### src/rtl/pulp_pwr_pkg.sv
// Shared types and constants for the level-shifter clamp controller.
// Holds the FSM state encoding, lower bounds on timing parameters and sizing helpers.
package pulp_pwr_pkg;

  typedef enum logic [2:0] {
    StOff,
    StWaitPg,
    StRelease,
    StActive,
    StClamping
  } pwr_state_e;

  localparam int unsigned SettleCyclesMin   = 1;
  localparam int unsigned PgFilterCyclesMin = 1;

  function automatic int unsigned max_u(input int unsigned a, input int unsigned b);
    return (a > b) ? a : b;
  endfunction

  // Counter width able to hold values 0..n inclusive.
  function automatic int unsigned cnt_width(input int unsigned n);
    return (n < 1) ? 1 : $clog2(n + 1);
  endfunction

endpackage

### src/rtl/pulp_level_shifter_clamp_ctrl_if.sv
// Domain-crossing bundle between a switchable power domain and the always-on side.
// The slave modport is the controller's view; master is the environment's view.
interface pulp_level_shifter_clamp_ctrl_if #(
  parameter int unsigned WIDTH = 32
);

  logic [WIDTH-1:0] data_i;
  logic [WIDTH-1:0] data_o;
  logic             pwr_req_i;
  logic             pwr_ack_o;
  logic             pwr_good_i;
  logic             clamp_o;
  logic             fault_o;

  modport slave (
    input  data_i,
    input  pwr_req_i,
    input  pwr_good_i,
    output data_o,
    output pwr_ack_o,
    output clamp_o,
    output fault_o
  );

  modport master (
    output data_i,
    output pwr_req_i,
    output pwr_good_i,
    input  data_o,
    input  pwr_ack_o,
    input  clamp_o,
    input  fault_o
  );

endinterface

### src/rtl/pulp_pwr_delay_cnt.sv
// Saturating up-counter used for power-good filtering and clamp settle timing.
// done_o is asserted on the cycle whose enabled sample brings the count to target_i.
module pulp_pwr_delay_cnt
  import pulp_pwr_pkg::*;
#(
  parameter int unsigned MaxCount = 4,
  localparam int unsigned CntW    = cnt_width(MaxCount)
) (
  input  logic            clk_i,
  input  logic            rst_ni,
  input  logic            clear_i,
  input  logic            enable_i,
  input  logic [CntW-1:0] target_i,
  output logic            done_o
);

  logic [CntW-1:0] cnt_q;
  logic [CntW-1:0] cnt_d;
  logic [CntW-1:0] cnt_inc;

  assign cnt_inc = cnt_q + CntW'(1);

  always_comb begin
    cnt_d = cnt_q;
    if (clear_i) begin
      cnt_d = '0;
    end else if (enable_i && (cnt_q != target_i)) begin
      cnt_d = cnt_inc;
    end
  end

  always_ff @(posedge clk_i or negedge rst_ni) begin
    if (!rst_ni) begin
      cnt_q <= '0;
    end else begin
      cnt_q <= cnt_d;
    end
  end

  // Look-ahead so the FSM can leave its state on the very edge that completes the count.
  assign done_o = (cnt_q == target_i) || (enable_i && (cnt_inc == target_i));

endmodule

### src/rtl/pulp_level_shifter_clamp_ctrl.sv
// Power-domain isolation controller: sequences level-shifter clamps around supply switching
// and substitutes constant/held values on data_o whenever the domain is not fully active.
module pulp_level_shifter_clamp_ctrl
  import pulp_pwr_pkg::*;
#(
  parameter int unsigned      WIDTH            = 32,
  parameter logic [WIDTH-1:0] CLAMP_VAL        = '0,
  parameter logic [WIDTH-1:0] HOLD_MASK        = '0,
  parameter int unsigned      SETTLE_CYCLES    = 4,
  parameter int unsigned      PG_FILTER_CYCLES = 8
) (
  input logic                            clk_i,
  input logic                            rst_ni,
  pulp_level_shifter_clamp_ctrl_if.slave pwr_if
);

  localparam int unsigned SettleTgt = max_u(SETTLE_CYCLES, SettleCyclesMin);
  localparam int unsigned FilterTgt = max_u(PG_FILTER_CYCLES, PgFilterCyclesMin);
  localparam int unsigned SettleW   = cnt_width(SettleTgt);
  localparam int unsigned FilterW   = cnt_width(FilterTgt);

  pwr_state_e       state_q;
  logic             clamp_q;
  logic             ack_q;
  logic             fault_q;
  logic [WIDTH-1:0] hold_q;

  logic in_wait;
  logic release_abort;
  logic filt_en;
  logic filt_clr;
  logic filt_done;
  logic settle_en;
  logic settle_clr;
  logic settle_done;

  // Counters are cleared whenever their owning state is left, so every entry starts at zero.
  always_comb begin
    in_wait       = (state_q == StWaitPg);
    release_abort = (state_q == StRelease) && (!pwr_if.pwr_req_i || !pwr_if.pwr_good_i);
    filt_en       = in_wait && pwr_if.pwr_good_i;
    filt_clr      = !in_wait || !pwr_if.pwr_good_i || !pwr_if.pwr_req_i || filt_done;
    settle_en     = (state_q == StRelease) || (state_q == StClamping);
    settle_clr    = !settle_en || release_abort || settle_done;
  end

  pulp_pwr_delay_cnt #(
    .MaxCount (FilterTgt)
  ) u_filter_cnt (
    .clk_i    (clk_i),
    .rst_ni   (rst_ni),
    .clear_i  (filt_clr),
    .enable_i (filt_en),
    .target_i (FilterW'(FilterTgt)),
    .done_o   (filt_done)
  );

  pulp_pwr_delay_cnt #(
    .MaxCount (SettleTgt)
  ) u_settle_cnt (
    .clk_i    (clk_i),
    .rst_ni   (rst_ni),
    .clear_i  (settle_clr),
    .enable_i (settle_en),
    .target_i (SettleW'(SettleTgt)),
    .done_o   (settle_done)
  );

  always_ff @(posedge clk_i or negedge rst_ni) begin
    if (!rst_ni) begin
      state_q <= StOff;
      clamp_q <= 1'b1;
      ack_q   <= 1'b0;
      fault_q <= 1'b0;
    end else begin
      fault_q <= 1'b0;
      unique case (state_q)
        StOff: begin
          if (pwr_if.pwr_req_i) begin
            state_q <= StWaitPg;
          end
        end
        StWaitPg: begin
          if (!pwr_if.pwr_req_i) begin
            state_q <= StOff;
          end else if (filt_done) begin
            state_q <= StRelease;
            clamp_q <= 1'b0;
          end
        end
        StRelease: begin
          if (release_abort) begin
            state_q <= StClamping;
            clamp_q <= 1'b1;
          end else if (settle_done) begin
            state_q <= StActive;
            ack_q   <= 1'b1;
          end
        end
        StActive: begin
          // Supply loss wins over a simultaneous request drop and is flagged as a fault.
          if (!pwr_if.pwr_good_i) begin
            state_q <= StClamping;
            clamp_q <= 1'b1;
            ack_q   <= 1'b0;
            fault_q <= 1'b1;
          end else if (!pwr_if.pwr_req_i) begin
            state_q <= StClamping;
            clamp_q <= 1'b1;
            ack_q   <= 1'b0;
          end
        end
        StClamping: begin
          if (settle_done) begin
            state_q <= pwr_if.pwr_req_i ? StWaitPg : StOff;
          end
        end
        default: begin
          state_q <= StOff;
          clamp_q <= 1'b1;
          ack_q   <= 1'b0;
        end
      endcase
    end
  end

  always_ff @(posedge clk_i or negedge rst_ni) begin
    if (!rst_ni) begin
      hold_q <= CLAMP_VAL;
    end else if ((state_q == StActive) && pwr_if.pwr_good_i) begin
      hold_q <= pwr_if.data_i;
    end
  end

  assign pwr_if.clamp_o   = clamp_q;
  assign pwr_if.pwr_ack_o = ack_q;
  assign pwr_if.fault_o   = fault_q;

  // ack_q is high exactly in the active state, giving a single-flop select for the pass-through.
  assign pwr_if.data_o = ack_q ? pwr_if.data_i : ((hold_q & HOLD_MASK) | (CLAMP_VAL & ~HOLD_MASK));

endmodule
### src/flat_wrapper.sv
// flat-port wrapper written by rule: the top's interface ports become plain ports
module pulp_level_shifter_clamp_ctrl_flat import pulp_pwr_pkg::*;
#(
  parameter int unsigned      WIDTH            = 32,
  parameter logic [WIDTH-1:0] CLAMP_VAL        = '0,
  parameter logic [WIDTH-1:0] HOLD_MASK        = '0,
  parameter int unsigned      SETTLE_CYCLES    = 4,
  parameter int unsigned      PG_FILTER_CYCLES = 8
)
  (clk_i, rst_ni, pwr_if_data_i, pwr_if_pwr_req_i, pwr_if_pwr_good_i, pwr_if_data_o, pwr_if_pwr_ack_o, pwr_if_clamp_o, pwr_if_fault_o);
  pulp_level_shifter_clamp_ctrl_if #(.WIDTH(WIDTH)) pwr_if_i ();
  input logic clk_i;
  input logic rst_ni;
  input wire logic [$bits(pwr_if_i.data_i)-1:0] pwr_if_data_i;
  input wire logic [$bits(pwr_if_i.pwr_req_i)-1:0] pwr_if_pwr_req_i;
  input wire logic [$bits(pwr_if_i.pwr_good_i)-1:0] pwr_if_pwr_good_i;
  output wire logic [$bits(pwr_if_i.data_o)-1:0] pwr_if_data_o;
  output wire logic [$bits(pwr_if_i.pwr_ack_o)-1:0] pwr_if_pwr_ack_o;
  output wire logic [$bits(pwr_if_i.clamp_o)-1:0] pwr_if_clamp_o;
  output wire logic [$bits(pwr_if_i.fault_o)-1:0] pwr_if_fault_o;
  assign pwr_if_i.data_i = pwr_if_data_i;
  assign pwr_if_i.pwr_req_i = pwr_if_pwr_req_i;
  assign pwr_if_i.pwr_good_i = pwr_if_pwr_good_i;
  assign pwr_if_data_o = pwr_if_i.data_o;
  assign pwr_if_pwr_ack_o = pwr_if_i.pwr_ack_o;
  assign pwr_if_clamp_o = pwr_if_i.clamp_o;
  assign pwr_if_fault_o = pwr_if_i.fault_o;
  pulp_level_shifter_clamp_ctrl #(.WIDTH(WIDTH), .CLAMP_VAL(CLAMP_VAL), .HOLD_MASK(HOLD_MASK), .SETTLE_CYCLES(SETTLE_CYCLES), .PG_FILTER_CYCLES(PG_FILTER_CYCLES)) u_core (.clk_i(clk_i), .rst_ni(rst_ni), .pwr_if(pwr_if_i));
endmodule
### config.mk
export PLATFORM = sky130hd
export DESIGN_NAME = pulp_level_shifter_clamp_ctrl_flat
export DESIGN_NICKNAME = d
export VERILOG_FILES = /design/src/rtl/pulp_pwr_pkg.sv /design/src/rtl/pulp_level_shifter_clamp_ctrl_if.sv /design/src/rtl/pulp_pwr_delay_cnt.sv /design/src/rtl/pulp_level_shifter_clamp_ctrl.sv /design/src/flat_wrapper.sv
export SDC_FILE = /design/constraint.sdc
export NUM_CORES = 1
export LEC_CHECK = 0
export BUFFER_PORTS_ARGS = -buffer_cell sky130_fd_sc_hd__buf_4
export CORE_ASPECT_RATIO = 0.7
export CORE_UTILIZATION = 35
export CTS_CLUSTER_SIZE = 20
export DETAILED_ROUTE_END_ITERATION = 8
export PLACE_DENSITY = 0.69
export REMOVE_ABC_BUFFERS = 1
export SYNTH_ARGS = -nofsm -noshare
export SYNTH_HDL_FRONTEND = slang
export SYNTH_SLANG_ARGS = --single-unit
### constraint.sdc
create_clock -name clk_i -period 4.37 [get_ports clk_i]
set_input_delay 0.2185 -clock clk_i [delete_from_list [all_inputs] [get_ports clk_i]]
set_output_delay 0.2185 -clock clk_i [all_outputs]
set_load 0.03 [all_outputs]
* Word level (Yosys, flattened, before mapping)
Index checks and enable logic that the tools add are counted.
** Operators by class
- $add $sub $neg :: 2
- Eq/ne operators :: 20
- Mux-type cells :: 28
- Bitwise gates (word level) :: 2
- Reduce and logical (&&, ||, !) cells :: 27
** Operators by type and width (count)
- $mux 32 :: 1
- $mux 3 :: 10
- $pmux 3 s5 :: 1
- $mux 1 :: 12
- $reduce_and 5->1 :: 2
- $eq 3x3->1 const B :: 3
- $logic_or 1x1->1 :: 9
- $ne 3x3->1 const B :: 3
- $eq 4x4->1 const B :: 2
- $mux 4 :: 2
- $ne 2x2->1 const B :: 4
- $eq 3x2->1 const B :: 2
- $logic_and 1x1->1 :: 6
- $ne 2x1->1 const B :: 3
- $add 4x1->4 const B :: 1
- $logic_not 1->1 :: 4
- $ne 4x4->1 const B :: 1
- $pmux 1 s4 :: 1
- $reduce_and 4->1 :: 1
- $reduce_bool 2->1 :: 2
- $add 3x1->3 const B :: 1
- $eq 3x1->1 const B :: 1
- $logic_not 3->1 :: 1
- $ne 3x1->1 const B :: 1
- other kinds (4) :: 5
** Storage, ports and cells
- Register bits :: 13
- Input bits :: 36
- Output and inout port bits :: 35
- Word-level logic and storage cells :: 85

* Depth between registers and ports, before layout
Gate-level depths: netlist (run 1).
- Word-level depth :: 7
- Mapped depth :: 7

* Cells and area by module
From an unflattened synthesis (run 1), not the netlist that was laid out.
** Second synthesis, totals
- Cells, all modules :: 144
- Area, all modules :: 1243.7 um^2
** By module, submodules not included
- pulp_level_shifter_clamp_ctrl :: times used 1, cells an instance 78, area an instance 584.3 um^2, seq. area each 151.4 um^2
- pulp_pwr_delay_cnt at u_core.u_filter_cnt :: times used 1, cells an instance 34, area an instance 371.6 um^2, seq. area each 100.1 um^2
- pulp_pwr_delay_cnt at u_core.u_settle_cnt :: times used 1, cells an instance 32, area an instance 287.8 um^2, seq. area each 75.1 um^2

* Least setup slack after synthesis (run 1)
OpenSTA, ideal clock, no wires.
- Kind :: register to register
- Start point :: register u_core.u_settle_cnt.cnt_q[0]
- End point :: register u_core.state_q[1]
- Setup time :: 125 ps
- Data arrival time :: 1720 ps
- Slack :: 2525 ps
- Cell stages (with the launch flop) :: 7
- Path buffers :: 0
- Period minus slack after synthesis :: 1845 ps
- Cells stage by stage :: dfrtp_1 ha_1 nand2b_1 a2111oi_4 a2111oi_4 nor2_2 mux2_4
** Between the ends
- Longest elaborated chain between the ends :: 6
- Elaborated cells on any way between the ends :: 8
** RTL lines
- start, declared :: line pulp_pwr_delay_cnt.sv:17 : logic [CntW-1:0] cnt_q;
- start signal, assigned :: line pulp_pwr_delay_cnt.sv:36 : cnt_q <= cnt_d;
- $add 3x1->3 :: line pulp_pwr_delay_cnt.sv:21 : assign cnt_inc = cnt_q + CntW'(1);
- $eq 3x3->1 :: line pulp_pwr_delay_cnt.sv:41 : assign done_o = (cnt_q == target_i) || (enable_i && (cnt_inc == target_i));
- $logic_and 1x1->1 :: line pulp_pwr_delay_cnt.sv:41
- $logic_or 1x1->1 * :: line pulp_pwr_delay_cnt.sv:41
- $ne 3x1->1 (no source line) / $ne 2x1->1 (equally long branches)
- $reduce_and 5->1 (no source line) *
- end signal, assigned :: line pulp_level_shifter_clamp_ctrl.sv:71 : state_q <= StOff;
- end signal, assigned :: line pulp_level_shifter_clamp_ctrl.sv:80 : state_q <= StWaitPg;
- end signal, assigned :: line pulp_level_shifter_clamp_ctrl.sv:85 : state_q <= StOff;
- end, declared :: line pulp_level_shifter_clamp_ctrl.sv:22 : pwr_state_e state_q;
Mark *: on every way between the ends. The rest lies on a longest branch, timed or not.
A chain may end at the register's enable or synchronous reset.

* Worst setup path after layout (run 1)
Ends and elaborated chain as after synthesis.

==> results of run 1 <==
-- cell families (layout without fill, tap and decap cells) --
family          after synthesis  after routing  share of synthesized area (%)
simple gates                 62             62                           34.9
compound gates               20             20                           16.6
buf+inv                      15             82                           6.00
flops                        13             13                           31.3
fa+ha+maj                     6              6                           7.20
xor+xnor                      3              3                           2.52
mux                           1              1                           1.44
-- state kept, by name (all words and copies together), names as in the netlist --
signal / flops
u_core.pwr_if.pwr_ack_o: 1
u_core.pwr_if.fault_o: 1
u_core.state_q: 3
u_core.pwr_if.clamp_o: 1
u_core.u_filter_cnt.cnt_q: 4
u_core.u_settle_cnt.cnt_q: 3
-- cells in the final DEF (no fill, tap or decap), drive strengths merged, types with 2 or more instances in the layout --
cell     count
a2111oi      2
a21oi        6
a22o         2
and2        34
and2b        2
buf         70
clkbuf       4
dfrtp       12
ha           6
inv          7
nand2        4
nand2b       4
nand3        2
nand4        2
nor2        10
o21ai        3
xnor2        3
-- metrics by stage --
| step | utilization, % | area [µm²] | setup WS, ps | hold WS [ps] |
|---|---|---|---|---|
| floorplan | - | 1010 | 2520 | -77.1 |
| global placement | 56.3 | 1580 | 2480 | 73.0 |
| detailed placement | 56.3 | 1580 | 2410 | 73.0 |
| CTS | 58.2 | 1630 | 2390 | 285 |
| global route | 58.2 | 1630 | 2310 | 293 |
| finish | 58.2 | 1630 | 2400 | 284 |
-- worst min-delay path, delay by kind of cell --
| family | cells | cell delay [ps] |
|---|---|---|
| AOI/OAI and AO/OA | 1 | 60 |
| and+or+nand+nor | 1 | 70 |
| buffers and inverters | 1 | 140 |
-- metal layers --
layer  share of wire (%)  vias up
li1                    -      529
met5                   0        -
met4                   0        0
met2                  49       41
met1                  41      469
met3                 9.9        0
-- path summary, 6_finish.rpt --
| check | end | slack (ps) | depth (start not counted) |
|---|---|---|---|
| setup / recovery | u_core.state_q[1] | 2400 | 6 |
| hold / removal | u_core.pwr_if.pwr_ack_o | 280 | 3 |
| setup reg to reg | u_core.state_q[1] | 2400 | 6 |
| hold reg to reg | u_core.pwr_if.clamp_o | 480 | 2 |
| max in group asynchronous | u_core.pwr_if.clamp_o | 3780 | 2 |
| min in group asynchronous | u_core.u_settle_cnt.cnt_q[1] | 350 | 2 |
-- cell type report --
class | instances | area share, %
multi-input combinational | 92 | 40.0
timing repair buffer | 71 | 32.8
sequential | 13 | 20.0
clock buffer | 4 | 2.76
tap | 36 | 2.76
inverter | 7 | 1.61
-- report_power, final --
part / total (µW) / internal, µW / switching, µW
combinational: 160 / 88.2 / 71.5
clock: 109 / 64.5 / 44.4
sequential: 184 / 137 / 46.8
==> reports/qor.csv, run 1 <==
metric;value;unit
most frequent cells after synthesis;34 x and2_1, 12 x dfrtp_1, 9 x nor2_1, 7 x inv_1;
Total Wirelength;2860;µm
number of remaining DRC errors;0;
Slowest Stage Delay on Critical Path;400;ps
Critical path buffers and inverters;0;
placed cells;218;
Post-synth EDFFs;0;
most used cell, CP;a2111oi_4;
ys flop type;dfrtp_1;
minimum clock period;1970;ps
most common cell in the netlist;and2_1;
Initial DRC Count;27;
Core ar.;2800;µm²
# diodes;0;
final-layout fill cell count;256;
Pwr Total;452;µW
cts hold-fix bufs;1;
Clock Skew;0.875;ps
Die Y;47.7;µm
dpl hpwl;2270;µm
met1 Use GR;20.4;%
VDD IR max;0.000245;V
max-slew violations;0;
clk root buf;clkbuf_8;
starting density of the core;37.2;%
CTS tree;built;
register area share after synthesis;31.3;%
Routed WL per cell;12.8;µm
static leakage;0.000839;µW
hold wc startpoint;pwr_if_pwr_good_i;
CTS resizes;0;
final net count;230;
CP Launch Point;u_core.u_settle_cnt.cnt_q[0];
register area;327;µm²
ANT nets after route;0;
layout cells sized above 1;42.2;%
Rel. slew slack;52.6;%
Cells after Synth;120;
Netlist cell types;33;
CP top delay family;compound AO/OA/AOI/OAI gates;
Final Cycle Share;45.1;%
largest net degree at the start of global routing;35;
worst-path fanout max;5;
Pre-antenna DRT Iters;4;
Crit path arrival time;2100;ps
Yosys top cell area share;28.8;%
clk slew on worst S/H paths;60;ps
gr busiest metal;met2;
Via density;4.66;
# setup viols final;0;
cts bufs inserted;3;
GR met3 Demand/Resource;5.71;%
CP max stage cell;dfrtp_1;
clock buffer depth;2;
critical path startpoint category;flop;
area of the multi-input gates;653;µm²
Area Overhead vs Synth;56.5;%
clk sinks;13;
largest cells by area after synthesis;dfrtp_1 29%, and2_1 20%, ha_1 7.2%;
Required @ worst endpoint;4500;ps
Worst Hold Class;input port to flop;
CP Cell Sequence;ha_1 > nand2b_1 > a2111oi_4 > a2111oi_4 > nor2_2 > mux2_4;
RSZ-0062 raised after global routing;no;
Worst-Margin Slew;711;ps
met2 global-route usage;31.6;%
Hold Violations, Final;0;
Power Dens Cells;277;nW/µm²
Setup crit end kind;flop;
Die ar.;3200;µm²
syn avg cell area;8.69;µm²
vias in the first global route;846;
die width;67.2;µm
status;finished, final reports clean;
global-route wire length before repair;3940;µm
port bufs;70;
initial antenna violation count;0;
Worst-Skew Late Latency;240;ps
Syn. warnings;0;
routed vias;1039;
register bit total from synthesis;13;
htree depth;1;
GPL Wtd Cong;0.811;
Mapped Area;1040;µm²
total track usage;17.1;%
Synth area leader;dfrtp_1;
FP Rows;16;
ys async rst share;100;%
reg2reg start;u_core.u_settle_cnt.cnt_q[0];
Post-CTS Setup Repair Bufs;0;
Crit Path Category;flop to flop;
Max-cap violations;0;
Peak Freq;0.508;GHz
non-filler cells, final;223;
IO Count;71;
GRT Residual Overflow;0;
setup TNS;0;ps
No activity file was read; power rests on OpenSTA's default activity.
==> run 2: changes to the inputs <==
Settings changed: ABC_AREA from default to 1, PLACE_DENSITY 0.69 to 0.72.
Clock period 4.37 ns to 1.7 ns, I/O delays scaled along.
==> reports/qor.csv, run 2 <==
metric;value;unit;change
clk slew on worst S/H paths;60;ps;about the same
Power Dens Cells;1040;nW/µm²;+280%
Via density;4.29;;-7.9%
clk root buf;clkbuf_8;;
Mapped Area;1060;µm²;+1.4%
clk sinks;13;;unchanged
Slowest Stage Delay on Critical Path;440;ps;+40 ps
minimum clock period;1440;ps;-529 ps
hold path depth;2;;-1
largest cells by area after synthesis;dfrtp_1 28%, nand2_1 20%, inv_1 17%;;
# diodes;0;;unchanged
Pre-antenna DRT Iters;4;;unchanged
htree depth;1;;unchanged
Crit path arrival time;1580;ps;-520 ps
CTS resizes;0;;unchanged
Clock Skew;0.510;ps;-0.365 ps
Largest regs;u_core.u_filter_cnt.cnt_q: 4 flops, u_core.state_q: 3 flops, u_core.u_settle_cnt.cnt_q: 3 flops;;
vias in the first global route;895;;+5.8%
reg2reg start;u_core.u_filter_cnt.cnt_q[0];;
number of remaining DRC errors;0;;unchanged
hold wc startpoint;pwr_if_pwr_good_i;;
GRT Residual Overflow;0;;unchanged
non-filler cells, final;284;;+27%
ANT nets after route;0;;unchanged
Routed WL per cell;10.0;µm;-22%
CP max stage cell;dfrtp_1;;
dpl hpwl;2250;µm;-0.59%
routed vias;1219;;+17%
Yosys top cell area share;28.4;%;-0.41 points
die width;67.7;µm;+0.69%
cell count of the worst reg-to-reg path;7;;+1
max reg flops;4;;unchanged
Layout Cell Area excl Fill;1680;µm²;+3.2%
Required @ worst endpoint;1840;ps;-2660 ps
critical path startpoint category;flop;;
Synth area leader;dfrtp_1;;
met1 WL;1320;µm;+11%
Post-synth EDFFs;0;;unchanged
register bit total from synthesis;13;;unchanged
Core ar.;2820;µm²;+0.71%
top routing layer used;met3;;
port bufs;70;;unchanged
register area share after synthesis;30.9;%;-0.44 points
static leakage;0.00116;µW;+39%
commonest non-fill, non-tap cell in the layout;buf_4;;
Peak Freq;0.694;GHz;+37%
cts bufs inserted;3;;unchanged
Area Overhead vs Synth;59.3;%;
GPL Wtd Cong;0.803;;-0.90%
final hold slack;46.3;ps;-238 ps
Hold Path End;u_core.pwr_if.fault_o;;
Max-cap violations;0;;unchanged
worst-path fanout max;6;;+1
global-route wire length before repair;4050;µm;+2.8%
placed cells;279;;+28%
Cells after Synth;175;;+46%
Initial DRC Count;39;;+44%
Die Y;48.0;µm;+0.69%
DP Area;1630;µm²;+3.3%
Largest Register;u_core.u_filter_cnt.cnt_q;;
clock buffer depth;2;;unchanged
Rel. slew slack;80.5;%;+28 points
initial antenna violation count;0;;unchanged
FP Rows;16;;unchanged
Hold Violations, Final;0;;unchanged
Die ar.;3250;µm²;+1.4%
CP Cell Sequence;ha_1 > xnor2_1 > nand3_1 > nand3_2 > nand2_2 > nand2_1 > nand2_1;;
most frequent cells after synthesis;57 x nand2_1, 48 x inv_1, 13 x nand3_1, 12 x dfrtp_1, 11 x nor2_1;;
wire length on met3;296;µm;+4.2%
setup TNS;0;ps;unchanged
total track usage;17.5;%;+0.39 points
syn avg cell area;6.04;µm²;-30%
Worst-Skew Late Latency;250;ps;about the same
Final Cycle Share;84.7;%;+40 points
ys async rst share;100;%;unchanged
RSZ-0062 raised after global routing;no;;
final net count;291;;+27%
most used cell, CP;nand2_1;;
Syn. warnings;0;;unchanged
Total Wirelength;2850;µm;-0.35%
# setup viols final;0;;unchanged
CP top delay family;simple AND/OR/NAND/NOR gates;;
most frequent cells in the layout;72 x buf_4, 57 x nand2_1, 48 x inv_1, 13 x nand3_1, 12 x dfrtp_1;;
Worst-Margin Slew;293;ps;-418 ps
VDD IR max;0.000497;V;+100%
largest net degree at the start of global routing;34;;-2.9%
max-slew violations;0;;unchanged
most common cell in the netlist;nand2_1;;
R2R Path End;u_core.state_q[0];;
ys flop type;dfrtp_1;;
Post-CTS Setup Repair Bufs;0;;unchanged
DR WL met2;1240;µm;-11%
IO Count;71;;unchanged
Worst Hold Class;input port to flop;;
register-to-register setup slack;260;ps;-2140 ps
status;finished, final reports clean;;
Setup crit end kind;flop;;
Crit Path Category;flop to flop;;
CTS tree;built;;
starting density of the core;37.5;%;+0.27 points
Critical path buffers and inverters;0;;unchanged
Netlist cell types;21;;-36%
layout cells sized above 1;34.3;%;-8.0 points
## run 2: cell count changes after synthesis, sizes merged, moves of 3 or more
cell and change:
inv +43, nand2b -4, nand2 +56, buf -3
and2 -33, nand3 +12, a21oi -3
## run 2: cell families (layout without fill, tap and decap cells)
family,count (synthesis),after routing,share of synthesized area (%)
and+or+nand+nor,94,94,38.8
buffers and inverters,55,128,19.5
DFF,13,13,30.9
adders and majority gates,6,6,7.10
AOI/OAI and AO/OA,6,6,2.84
xor gates and xnor gates,1,1,0.829
## run 2: worst max-delay path by stage
stage,to,slack (ps),start,depth (start not counted)
CTS,u_core.state_q[0],270,u_core.u_filter_cnt.cnt_q[0],7
global placement,u_core.state_q[0],330,u_core.u_filter_cnt.cnt_q[0],7
detailed placement,u_core.state_q[0],280,u_core.u_filter_cnt.cnt_q[0],7
finish,u_core.state_q[0],260,u_core.u_filter_cnt.cnt_q[0],7
global route,u_core.state_q[0],160,u_core.u_filter_cnt.cnt_q[0],7
floorplan,pwr_if_data_o[21],340,u_core.pwr_if.pwr_ack_o,2
## run 2: metrics by stage
| stage | total power (µW) | setup WS (ps) | util [%] |
|---|---|---|---|
| 2_1_floorplan | 1110 | 341 | - |
| 3_3_place_gp | 1450 | 334 | 57.7 |
| 3_5_place_dp | 1460 | 277 | 57.7 |
| 4_1_cts | 1770 | 268 | 59.7 |
| 5_1_grt | 1910 | 164 | 59.7 |
| 6_report | 1760 | 260 | 59.7 |
## run 2: layout make-up
type,instances,area (µm²)
Fill cell,267,1140
Sequential cell,13,327
Clock buffer,3,41.3
Tap cell,36,45.0
Inverter,51,191
Timing Repair Buffer,73,551
Clock inverter,1,5.00
Multi-Input combinational cell,107,524
## run 2: power breakdown
group | internal (µW) | total [µW] | switching (µW) | leakage, µW
Clock | 162 | 282 | 120 | 0.0000255
Combinational | 380 | 1030 | 654 | 0.000965
Sequential | 369 | 440 | 70.4 | 0.000174
Total | 911 | 1760 | 845 | 0.00116
## run 2: routing by layer
metal / vias up / track usage, %
met3: 0 / 6.19
met1: 521 / 22.3
met5: - / 0
li1: 653 / -
met2: 45 / 28.7
met4: 0 / 3.83
## run 2: repair_timing
item                       4_1_cts  5_1_grt
hold buffers                     1        0
setup endpoints to repair        0        0
hold endpoints to repair        13        0
## run 2: worst register-to-register path, delay by kind of cell, from the launching register on
| family | cells | cell delay, ps |
|---|---|---|
| XOR/XNOR | 1 | 200 |
| adder cells (fa/ha/maj) | 1 | 230 |
| flip-flops | 1 | 440 |
| AND/OR/NAND/NOR | 5 | 460 |
==> run 3: changes to the inputs <==
Settings changed: ABC_AREA 1 to 0.
Clock period 1.7 ns to 1.15 ns, I/O delays scaled along.
==> reports/qor.csv, run 3 (same netlist as run 1, synthesis figures left out) <==
metric;value;unit;change
Crit path arrival time;1930;ps;+350 ps
Setup crit end kind;flop;;
failing checks;negative setup slack;;
Largest regs;u_core.u_filter_cnt.cnt_q: 4 flops, u_core.state_q: 3 flops, u_core.u_settle_cnt.cnt_q: 3 flops;;
die width;67.2;µm;-0.69%
non-filler cells, final;255;;-10%
Pre-antenna DRT Iters;4;;unchanged
status;finished, violations left;;
register-to-register setup slack;-650;ps;-910 ps
Worst Setup EP;u_core.state_q[1];;
layout cells sized above 1;77.2;%;+43 points
Crit Path Category;flop to flop;;
CP max stage cell;a2111oi_4;;
GPL Wtd Cong;0.841;;+4.7%
Routed WL per cell;16.4;µm;+64%
cts bufs inserted;3;;unchanged
cell count of the worst reg-to-reg path;7;;unchanged
# diodes;0;;unchanged
dpl hpwl;2400;µm;+6.4%
global-route wire length before repair;5680;µm;+40%
Core ar.;2800;µm²;-0.71%
Slowest Stage Delay on Critical Path;430;ps;about the same
clk slew on worst S/H paths;60;ps;about the same
final hold slack;187;ps;+140 ps
R2R Path End;u_core.state_q[1];;
Rel. slew slack;75.7;%;-4.8 points
Max-cap violations;0;;unchanged
VDD IR max;0.000837;V;+68%
# setup viols final;45;;+45
Peak Freq;0.556;GHz;-20%
ANT nets after route;0;;unchanged
FP Rows;16;;unchanged
clk root buf;clkbuf_8;;
DP Area;1710;µm²;+5.1%
final-layout fill cell count;149;;-44%
static leakage;0.00110;µW;-5.7%
largest net degree at the start of global routing;14;;-59%
max-slew violations;0;;unchanged
critical path depth in cells;7;;unchanged
vias in the first global route;1112;;+24%
htree depth;1;;unchanged
commonest non-fill, non-tap cell in the layout;buf_4;;
critical path startpoint category;flop;;
CP Cell Sequence;ha_2 > buf_6 > nand2b_4 > a2111oi_4 > a2111oi_4 > nor2_2 > mux2_4;;
Die ar.;3200;µm²;-1.4%
Critical path buffers and inverters;1;;+1
Power Dens Cells;935;nW/µm²;-10%
most used cell, CP;a2111oi_4;;
final net count;262;;-10%
clock buffer depth;2;;unchanged
Clock Skew;2.27;ps;+1.76 ps
routed vias;1230;;+0.90%
Worst Hold Class;input port to asynchronous set/reset pin;;
most frequent cells in the layout;58 x buf_4, 38 x buf_6, 34 x and2_4, 10 x dfrtp_1, 7 x nor2_1;;
CP Launch Point;u_core.u_settle_cnt.cnt_q[1];;
PnR worst setup slack;-648;ps;-908 ps
GRT Residual Overflow;0;;unchanged
number of remaining DRC errors;0;;unchanged
Layout Cell Area excl Fill;2280;µm²;+35%
Area Overhead vs Synth;119;%;
IO Count;71;;unchanged
minimum clock period;1800;ps;+358 ps
Final Cycle Share;156;%;+72 points
Largest Register;u_core.u_filter_cnt.cnt_q;;
worst-path fanout max;2;;-4
starting density of the core;37.2;%;-0.27 points
setup TNS;-10200;ps;-10,200 ps
clk sinks;13;;unchanged
Hold Violations, Final;0;;unchanged
Via density;4.82;;+12%
CP top delay family;compound AO/OA/AOI/OAI gates;;
Worst-Skew Late Latency;250;ps;about the same
reg2reg start;u_core.u_settle_cnt.cnt_q[1];;
total track usage;25.0;%;+7.5 points
CTS tree;built;;
initial antenna violation count;0;;unchanged
max reg flops;4;;unchanged
Total Wirelength;4180;µm;+47%
port bufs;70;;unchanged
Worst-Margin Slew;365;ps;+71.8 ps
RSZ-0062 raised after global routing;yes;;
Required @ worst endpoint;1280;ps;-560 ps
Pwr Total;2130;µW;+21%
Die Y;47.7;µm;-0.69%
Initial DRC Count;22;;-44%
placed cells;236;;-15%
-- run 3: changes by cell type in the layout (fill, tap and decap cells not counted), moves of 4 or more --
cell,before,now
buf_6,0,38
buf_4,72,58
nand3_1,13,1
inv_1,48,4
ha_1,6,1
nor2_1,11,7
nand2_1,57,2
and2_4,0,34
-- run 3: per-stage QoR --
step / worst slack (ps) / util (%)
CTS: -616 / 78.4
finish: -648 / 81.3
global route: -714 / 81.3
global placement: -648 / 61.1
detailed placement: -711 / 61.1
floorplan: -695 / -
-- run 3: how the worst min path moves through the flow --
stage               slack, ps                            to   start  cells past startpoint
floorplan                -240         u_core.pwr_if.fault_o  rst_ni                      0
CTS                       190  u_core.u_filter_cnt.cnt_q[2]  rst_ni                      2
global route              200  u_core.u_settle_cnt.cnt_q[2]  rst_ni                      2
detailed placement        -90  u_core.u_filter_cnt.cnt_q[2]  rst_ni                      1
finish                    190             u_core.state_q[0]  rst_ni                      2
global placement          -90  u_core.u_filter_cnt.cnt_q[2]  rst_ni                      1
-- run 3: routing by layer --
metal	global-route usage [%]	routed length [µm]	share of wire, %
met5	0	0	0
met1	29.6	1620	39
met4	9.79	98	2.3
met3	4.76	263	6.3
met2	46.0	2200	53
-- run 3: final cells by class --
type | instances | area [µm²] | share of cell area [%]
tap | 36 | 45.0 | 1.98
clock inverter | 1 | 5.00 | 0.220
clock buffer | 3 | 41.3 | 1.81
inverter | 7 | 28.8 | 1.26
timing repair buffer | 103 | 983 | 43.1
sequential | 13 | 332 | 14.5
multi-input combinational | 92 | 845 | 37.0
-- run 3: report_power, final --
group / total (µW) / switching, µW / internal, µW
sequential: 613 / 88.5 / 524
combinational: 1090 / 487 / 600
clock: 431 / 191 / 240
total: 2130 / 767 / 1360
-- run 3: repair_timing --
action	in CTS	in global routing
cloned	1	1
hold buffers	1	0
buffers inserted	11	5
pin swaps	14	9
gates resized for setup	96	14
endpoints found under the hold margin	13	0
setup endpoints to repair	45	46
